**config.mk**
```make
export PLATFORM = sky130hd
export DESIGN_NAME = prog_loader
export DESIGN_NICKNAME = d
export VERILOG_FILES = /design/src/rtl/prog_loader.sv
export SDC_FILE = /design/constraint.sdc
export NUM_CORES = 1
export LEC_CHECK = 0
export BUFFER_PORTS_ARGS = -buffer_cell sky130_fd_sc_hd__buf_2
export CELL_PAD_IN_SITES_DETAIL_PLACEMENT = 0
export CELL_PAD_IN_SITES_GLOBAL_PLACEMENT = 1
export CORE_ASPECT_RATIO = 1.25
export CORE_MARGIN = 3
export CORE_UTILIZATION = 27
export CTS_BUF_LIST = sky130_fd_sc_hd__clkbuf_2
export CTS_CLUSTER_SIZE = 28
export DETAILED_ROUTE_END_ITERATION = 10
export GPL_TIMING_DRIVEN = 1
export HOLD_SLACK_MARGIN = 0.12
export PLACE_DENSITY = 0.5
export SLEW_MARGIN = 30
export SYNTH_ARGS = -nofsm -noshare
export SYNTH_HDL_FRONTEND = slang
export SYNTH_SLANG_ARGS = --single-unit
export TNS_END_PERCENT = 20
```
**constraint.sdc**
```tcl
create_clock -name clk -period 2.9 [get_ports clk]
set_input_delay 0.29 -clock clk [delete_from_list [all_inputs] [get_ports clk]]
set_output_delay 0.29 -clock clk [all_outputs]
set_load 0.02 [all_outputs]
```
**src/rtl/prog_loader.sv**
```systemverilog
`default_nettype none
// prog_loader: framed byte-stream boot loader. Fills the core's program memory from
// SYNC/LEN/payload/CHK frames, verifies the checksum and releases the core reset on success.
module prog_loader #(
    parameter int         MEM_DEPTH = 32,
    parameter int         ADDR_W    = 5,
    parameter logic [7:0] SYNC_BYTE = 8'hA5,
    parameter int         TIMEOUT   = 1000,
    parameter int         TO_W      = 16
) (
    input  logic              clk,
    input  logic              rst_n,
    input  logic [7:0]        in_data,
    input  logic              in_valid,
    output logic              in_ready,
    output logic              mem_we,
    output logic [ADDR_W-1:0] mem_addr,
    output logic [7:0]        mem_wdata,
    output logic              cpu_rst_n,
    output logic              busy,
    output logic              err
);

    typedef enum logic [2:0] {
        S_IDLE  = 3'd0,
        S_LEN   = 3'd1,
        S_DATA  = 3'd2,
        S_CSUM  = 3'd3,
        S_CHECK = 3'd4,
        S_RUN   = 3'd5,
        S_ERR   = 3'd6
    } state_t;

    localparam logic [7:0]      DEPTH_B = 8'(MEM_DEPTH);
    localparam logic [TO_W-1:0] TO_LAST = TO_W'(TIMEOUT - 1);
    localparam bit              TO_EN   = (TIMEOUT != 0);

    state_t              state_q, state_d;
    logic [7:0]          rem_q, rem_d;
    logic [ADDR_W-1:0]   addr_q, addr_d;
    logic [7:0]          sum_q, sum_d;
    logic [TO_W-1:0]     to_q, to_d;
    logic                in_ready_q, in_ready_d;
    logic                mem_we_q, mem_we_d;
    logic [ADDR_W-1:0]   mem_addr_q, mem_addr_d;
    logic [7:0]          mem_wdata_q, mem_wdata_d;
    logic                cpu_rst_n_q, cpu_rst_n_d;
    logic                busy_q, busy_d;
    logic                err_q, err_d;
    logic                accept;

    assign accept = in_valid & in_ready_q;

    always_comb begin
        state_d     = state_q;
        rem_d       = rem_q;
        addr_d      = addr_q;
        sum_d       = sum_q;
        to_d        = '0;
        mem_we_d    = 1'b0;
        mem_addr_d  = mem_addr_q;
        mem_wdata_d = mem_wdata_q;
        err_d       = err_q;

        unique case (state_q)
            S_IDLE, S_RUN, S_ERR: begin
                if (accept && (in_data == SYNC_BYTE)) begin
                    state_d = S_LEN;
                    err_d   = 1'b0;
                end
            end
            S_LEN: begin
                if (accept) begin
                    if ((in_data != 8'd0) && (in_data <= DEPTH_B)) begin
                        state_d = S_DATA;
                        rem_d   = in_data;
                        addr_d  = '0;
                        sum_d   = '0;
                    end else begin
                        state_d = S_ERR;
                    end
                end
            end
            S_DATA: begin
                // SYNC_BYTE is plain payload here: no mid-frame resync.
                if (accept) begin
                    mem_we_d    = 1'b1;
                    mem_addr_d  = addr_q;
                    mem_wdata_d = in_data;
                    addr_d      = addr_q + ADDR_W'(1);
                    sum_d       = sum_q + in_data;
                    rem_d       = rem_q - 8'd1;
                    if (rem_q == 8'd1) begin
                        state_d = S_CSUM;
                    end
                end
            end
            S_CSUM: begin
                if (accept) begin
                    sum_d   = sum_q + in_data;
                    state_d = S_CHECK;
                end
            end
            S_CHECK: begin
                state_d = (sum_q == 8'd0) ? S_RUN : S_ERR;
            end
            default: begin
                state_d = S_IDLE;
            end
        endcase

        // An accepted byte always wins over an expiring idle counter.
        if ((state_q inside {S_LEN, S_DATA, S_CSUM}) && !accept) begin
            to_d = to_q + TO_W'(1);
            if (TO_EN && (to_q == TO_LAST)) begin
                state_d = S_ERR;
            end
        end

        if (state_d == S_ERR) begin
            err_d = 1'b1;
        end

        in_ready_d  = (state_d != S_CHECK);
        cpu_rst_n_d = (state_d == S_RUN);
        busy_d      = (state_d inside {S_LEN, S_DATA, S_CSUM, S_CHECK});
    end

    always_ff @(posedge clk or negedge rst_n) begin
        if (!rst_n) begin
            state_q     <= S_IDLE;
            rem_q       <= '0;
            addr_q      <= '0;
            sum_q       <= '0;
            to_q        <= '0;
            in_ready_q  <= 1'b0;
            mem_we_q    <= 1'b0;
            mem_addr_q  <= '0;
            mem_wdata_q <= '0;
            cpu_rst_n_q <= 1'b0;
            busy_q      <= 1'b0;
            err_q       <= 1'b0;
        end else begin
            state_q     <= state_d;
            rem_q       <= rem_d;
            addr_q      <= addr_d;
            sum_q       <= sum_d;
            to_q        <= to_d;
            in_ready_q  <= in_ready_d;
            mem_we_q    <= mem_we_d;
            mem_addr_q  <= mem_addr_d;
            mem_wdata_q <= mem_wdata_d;
            cpu_rst_n_q <= cpu_rst_n_d;
            busy_q      <= busy_d;
            err_q       <= err_d;
        end
    end

    assign in_ready  = in_ready_q;
    assign mem_we    = mem_we_q;
    assign mem_addr  = mem_addr_q;
    assign mem_wdata = mem_wdata_q;
    assign cpu_rst_n = cpu_rst_n_q;
    assign busy      = busy_q;
    assign err       = err_q;

endmodule
`default_nettype wire
```
# Yosys cells after proc, flatten, opt, wreduce, memory -nomap -nowiden
# Index checks and enable logic that the tools add are counted.
[word_totals]
register_bits = 58
out_inout_bits = 18
word_cells = 85
[classes]
add_sub_neg = 4
order_cmp = 1
eq_ne = 20
mux = 28
bitwise_logic = 1
reduce_logical = 19
[ops]
columns = ["operator", "n"]
rows = [
  ["8-bit two-way mux", 6],
  ["8-bit one-hot mux with 2 select lines", 2],
  ["3-bit two-way mux", 8],
  ["3-bit == test (second input constant)", 6],
  ["16-bit by 1-bit adder with 16-bit output (second input constant)", 1],
  ["16-bit by 10-bit == test with 1-bit output (second input constant)", 1],
  ["16-bit two-way mux", 1],
  ["5-bit two-way mux", 3],
  ["3-bit one-hot mux with 5 select lines", 1],
  ["3-bit by 2-bit == test with 1-bit output (second input constant)", 4],
  ["5-bit one-hot mux with 2 select lines", 1],
  ["8-bit adder", 1],
  ["8-bit by 1-bit == test with 1-bit output (second input constant)", 1],
  ["8-bit == test (second input constant)", 1],
  ["8-bit by 6-bit <= comparator with 1-bit output (second input constant)", 1],
  ["8-bit logical NOT", 1],
  ["4-bit AND reduction", 2],
  ["2-bit nonzero test", 4],
  ["8-bit nonzero test", 1],
  ["8-bit by 1-bit subtractor with 8-bit output (second input constant)", 1],
  ["3-bit by 1-bit == test with 1-bit output (second input constant)", 2],
  ["2-bit inequality test (second input constant)", 3],
  ["5-bit by 1-bit adder with 5-bit output (second input constant)", 1],
  ["1-bit two-way mux", 5],
  ["12 further kinds", 15],
]

# Depth between registers and ports, before layout
[depth]
word_depth = 10
mapped_depth = 7
depth_no_buf = 7

# Worst setup path after synthesis
# Ideal clock, no wire load.
[synth_path]
kind = "input to register"
startpoint = "input port in_data[1]"
endpoint = "register sum_q[2]"
t_arrival_ns = 1.894
slack_ns = 0.881
path_stages = 5
path_cell_list = "or3_1 -> or4_1 -> and3_4 -> a31oi_4 -> mux2_2"
[synth_between]
elab_chain_cells = 4
[synth_lines]
columns = ["item", "line", "rtl"]
rows = [
  ["start, declared", "13", "input logic [7:0] in_data,"],
  ["8-bit by 6-bit <= comparator with 1-bit output / 8-bit nonzero test (equally long branches)", "74", "if ((in_data != 8'd0) && (in_data <= DEPTH_B)) begin"],
  ["1-bit logical AND", "74", ""],
  ["2-bit inequality test (no source line)", "-", ""],
  ["4-bit AND reduction (no source line)", "-", ""],
  ["end signal, assigned", "147", "sum_q <= sum_d;"],
  ["end, declared", "41", "logic [7:0] sum_q, sum_d;"],
]
# Parallel ways exist; a longest one is shown, timed or not. The select of a mux whose other input is x is not followed.
# A chain may end at the register's enable or synchronous reset.

# Worst setup path in the final report
[layout_path]
startpoint = "input port in_data[1]"
endpoint = "register sum_q[4]"
# Same word-level chain as after synthesis.

==> results.cfg <==
[run_status]
status = completed

[setup_path]
cp.required_ns = 3.29
crit_type = input port to flip-flop
crit_slowest_cell = dlygate4sd3_1
crit_arrival_ns = 2.71
endpoint_kind = flip-flop
path_cells = dlygate4sd3_1, buf_2, or3_1, or4_1, and3_4, a31oi_4, mux2_2
crit_path_start = in_data[1]
r2r-start = sum_q[1]
rr_worst_depth = 6
critical-path-max-stage-delay_ns = 0.53
r2r-end = sum_q[7]
critPathMaxFanout = 8
reg2reg_slack_ns = 0.79
worst_setup_path_start_kind = input port

[drt]
dr.pass1.iters = 4
drt_wl_total_mm = 8.53
drt_iter0_drc = 162
drc = 0
final_antenna_net_count = 0
via_per_inst = 5.04
num_vias = 2665
wire_per_inst_um = 16.1

[floorplanning]
num_rows = 43
dieWidth_um = 103
floorplan.die.height_um = 127
start_util_pct = 28.0
design.portCount = 29
coreArea_um2 = 11200
design.die.area_um2 = 13000

[global_route]
grt_first_pass_wirelength_mm = 14.3
grt_use_met3_pct = 2.86
grt_pass1_vias = 2717
grt_max_degree = 27
grt.busiest_layer = met2
grtUsageMet1_pct = 19.4
grt_usage_pct = 14.3
grt.overflow.total = 0
grt.met2_usage_pct = 22.0
antenna_found_initial = 0

[timing]
setup_viol = 0
finalClockSkew_ns = 0.0204
max_freq_mhz = 430
hold_viol = 0
rsz0062_at_grt = false
slew_headroom_pct = 61.2
report.final.slew_viol_count = 0
holdWs_ns = 0.268
min_period_ns = 2.33
tightest_slew_ns = 0.576
period_share_pct = 80.2
fin_setup_tns_ns = 0

[cells_and_area]
final_area_um2 = 3640
diodes = 0
drive_above_1_share_pct = 14.7
syn_to_final_growth_pct = 15.7
post-route-util_pct = 32.4
nets = 412

[logic_synthesis]
synth.largest_area_cell = dfrtp_1
netlist_top_cells_count = dfrtp_1 (58), nand2_1 (57), nor2_1 (38)
yosysMostFrequentCell = dfrtp_1
ys_warn_count = 0
syn_area_per_cell_um2 = 9.14
synth_edf_count = 0
syn_inst = 344
synth_ff_type = dfrtp_1
synth.area.top_cells = dfrtp_1 (46%), nand2_1 (6.8%), nor2_1 (4.5%), ha_1 (4.4%), a21oi_1 (3.0%)
seq_area_frac_synth_pct = 46.1
synth.net_count = 367
yosysTopAreaCellShare_pct = 46.1
synth_seq_cells = 58
syn_area_um2 = 3150
synth.distinct_cells = 53
synthArstFlopShare_pct = 100

[placed_design]
dp_hpwl_mm = 6.17
place_congestion = 0.763
port_buffers = 28
placed_cell_area_um2 = 3470

[pwr]
ir_drop_mv = 0.240
power.total_w = 0.00310
cellLeakagePower_nw = 1.65
power.density_nw_per_um2 = 851

[clock_tree]
cts_made_buffers = 9
clkTransAtPathRegs_ns = 0.18
cts_tree = yes
cts_buffer_depth = 2
h-tree-depth = 3
ctsRootBufferMaster = clkbuf_2
clock_latency_ns = 0.50
cts_sinks = 58
cts_setup_buffers = 0

[hold_path]
hold_class = input port to asynchronous set/reset pin

[run]
max_cap_viol_count = 0
[power breakdown]
| group | internal (W) | leakage [nW] | switching [W] |
|---|---|---|---|
| registers | 0.00106 | 0.722 | 0.000229 |
| clock network | 0.000109 | 0.0582 | 0.000306 |
| logic | 0.000584 | 0.869 | 0.000810 |
| total | 0.00175 | 1.65 | 0.00135 |
[logic make-up (layout without fill, tap and decap cells)]
| family | Yosys count | after routing | share of synthesized area, % |
|---|---|---|---|
| mux | 4 | 4 | 1.43 |
| simple gates | 159 | 159 | 24.5 |
| fa+ha+maj | 12 | 12 | 5.01 |
| compound gates | 72 | 72 | 15.7 |
| flops | 58 | 58 | 46.1 |
| buf+inv | 23 | 73 | 2.78 |
| xor+xnor | 16 | 16 | 4.45 |
[stage by stage]
| step | worst slack [ns] | instances |
|---|---|---|
| finish | 0.575 | 529 |
| global route | 0.539 | 529 |
| CTS | 0.608 | 529 |
| detailed placement | 0.595 | 504 |
| global placement | 0.600 | 504 |
| floorplan | 0.881 | 344 |
[sequential cells by signal (all words and copies together), names as in the netlist]
register	flops
busy	1
rem_q	8
sum_q	8
mem_addr	5
mem_we	1
err	1
to_q	16
addr_q	5
cpu_rst_n	1
in_ready	1
mem_wdata	8
state_q	3
[layer usage]
metal,vias up,routed length [µm]
li1,1329,-
met1,1296,4040
met2,33,4150
met3,7,240
met4,0,98
met5,-,0
[layout make-up]
cell class / count / area, µm²
multi-input combinational: 263 / 1610
inverter: 12 / 45.0
clock buffer: 11 / 55.1
tap: 135 / 169
timing repair buffer: 45 / 290
fill: 1190 / 7610
clock inverter: 5 / 21.3
sequential: 58 / 1450
[placed cells by master, fill, tap and decap left out, types with 9 or more instances in the layout]
master,count
nand3_1,12
ha_1,11
dlygate4sd3_1,9
a21oi_1,19
buf_2,28
o21ai_0,10
xnor2_1,10
nor2_1,38
nand2_1,57
inv_1,11
dfrtp_1,58
clkbuf_2,11
[worst max-delay path by stage]
stage / to / slack, ns / cells after the start
floorplan: sum_q[2] / 0.88 / 5
global placement: sum_q[2] / 0.60 / 6
detailed placement: sum_q[4] / 0.59 / 6
CTS: sum_q[4] / 0.61 / 7
global route: sum_q[4] / 0.54 / 7
finish: sum_q[4] / 0.57 / 7
[worst max-delay path: cells and delay by family]
family	cells	cell delay, ns
buffers and inverters	2	0.70
AND/OR/NAND/NOR	3	1.04
AO/OA/AOI/OAI	1	0.31
multiplexers	1	0.37
[timing repair]
item	CTS	global route
endpoints found under the setup margin	0	0
gates resized for setup	0	0
hold buffers	9	0
endpoints found under the hold margin	26	0
Power figures use the tool's default switching activity.
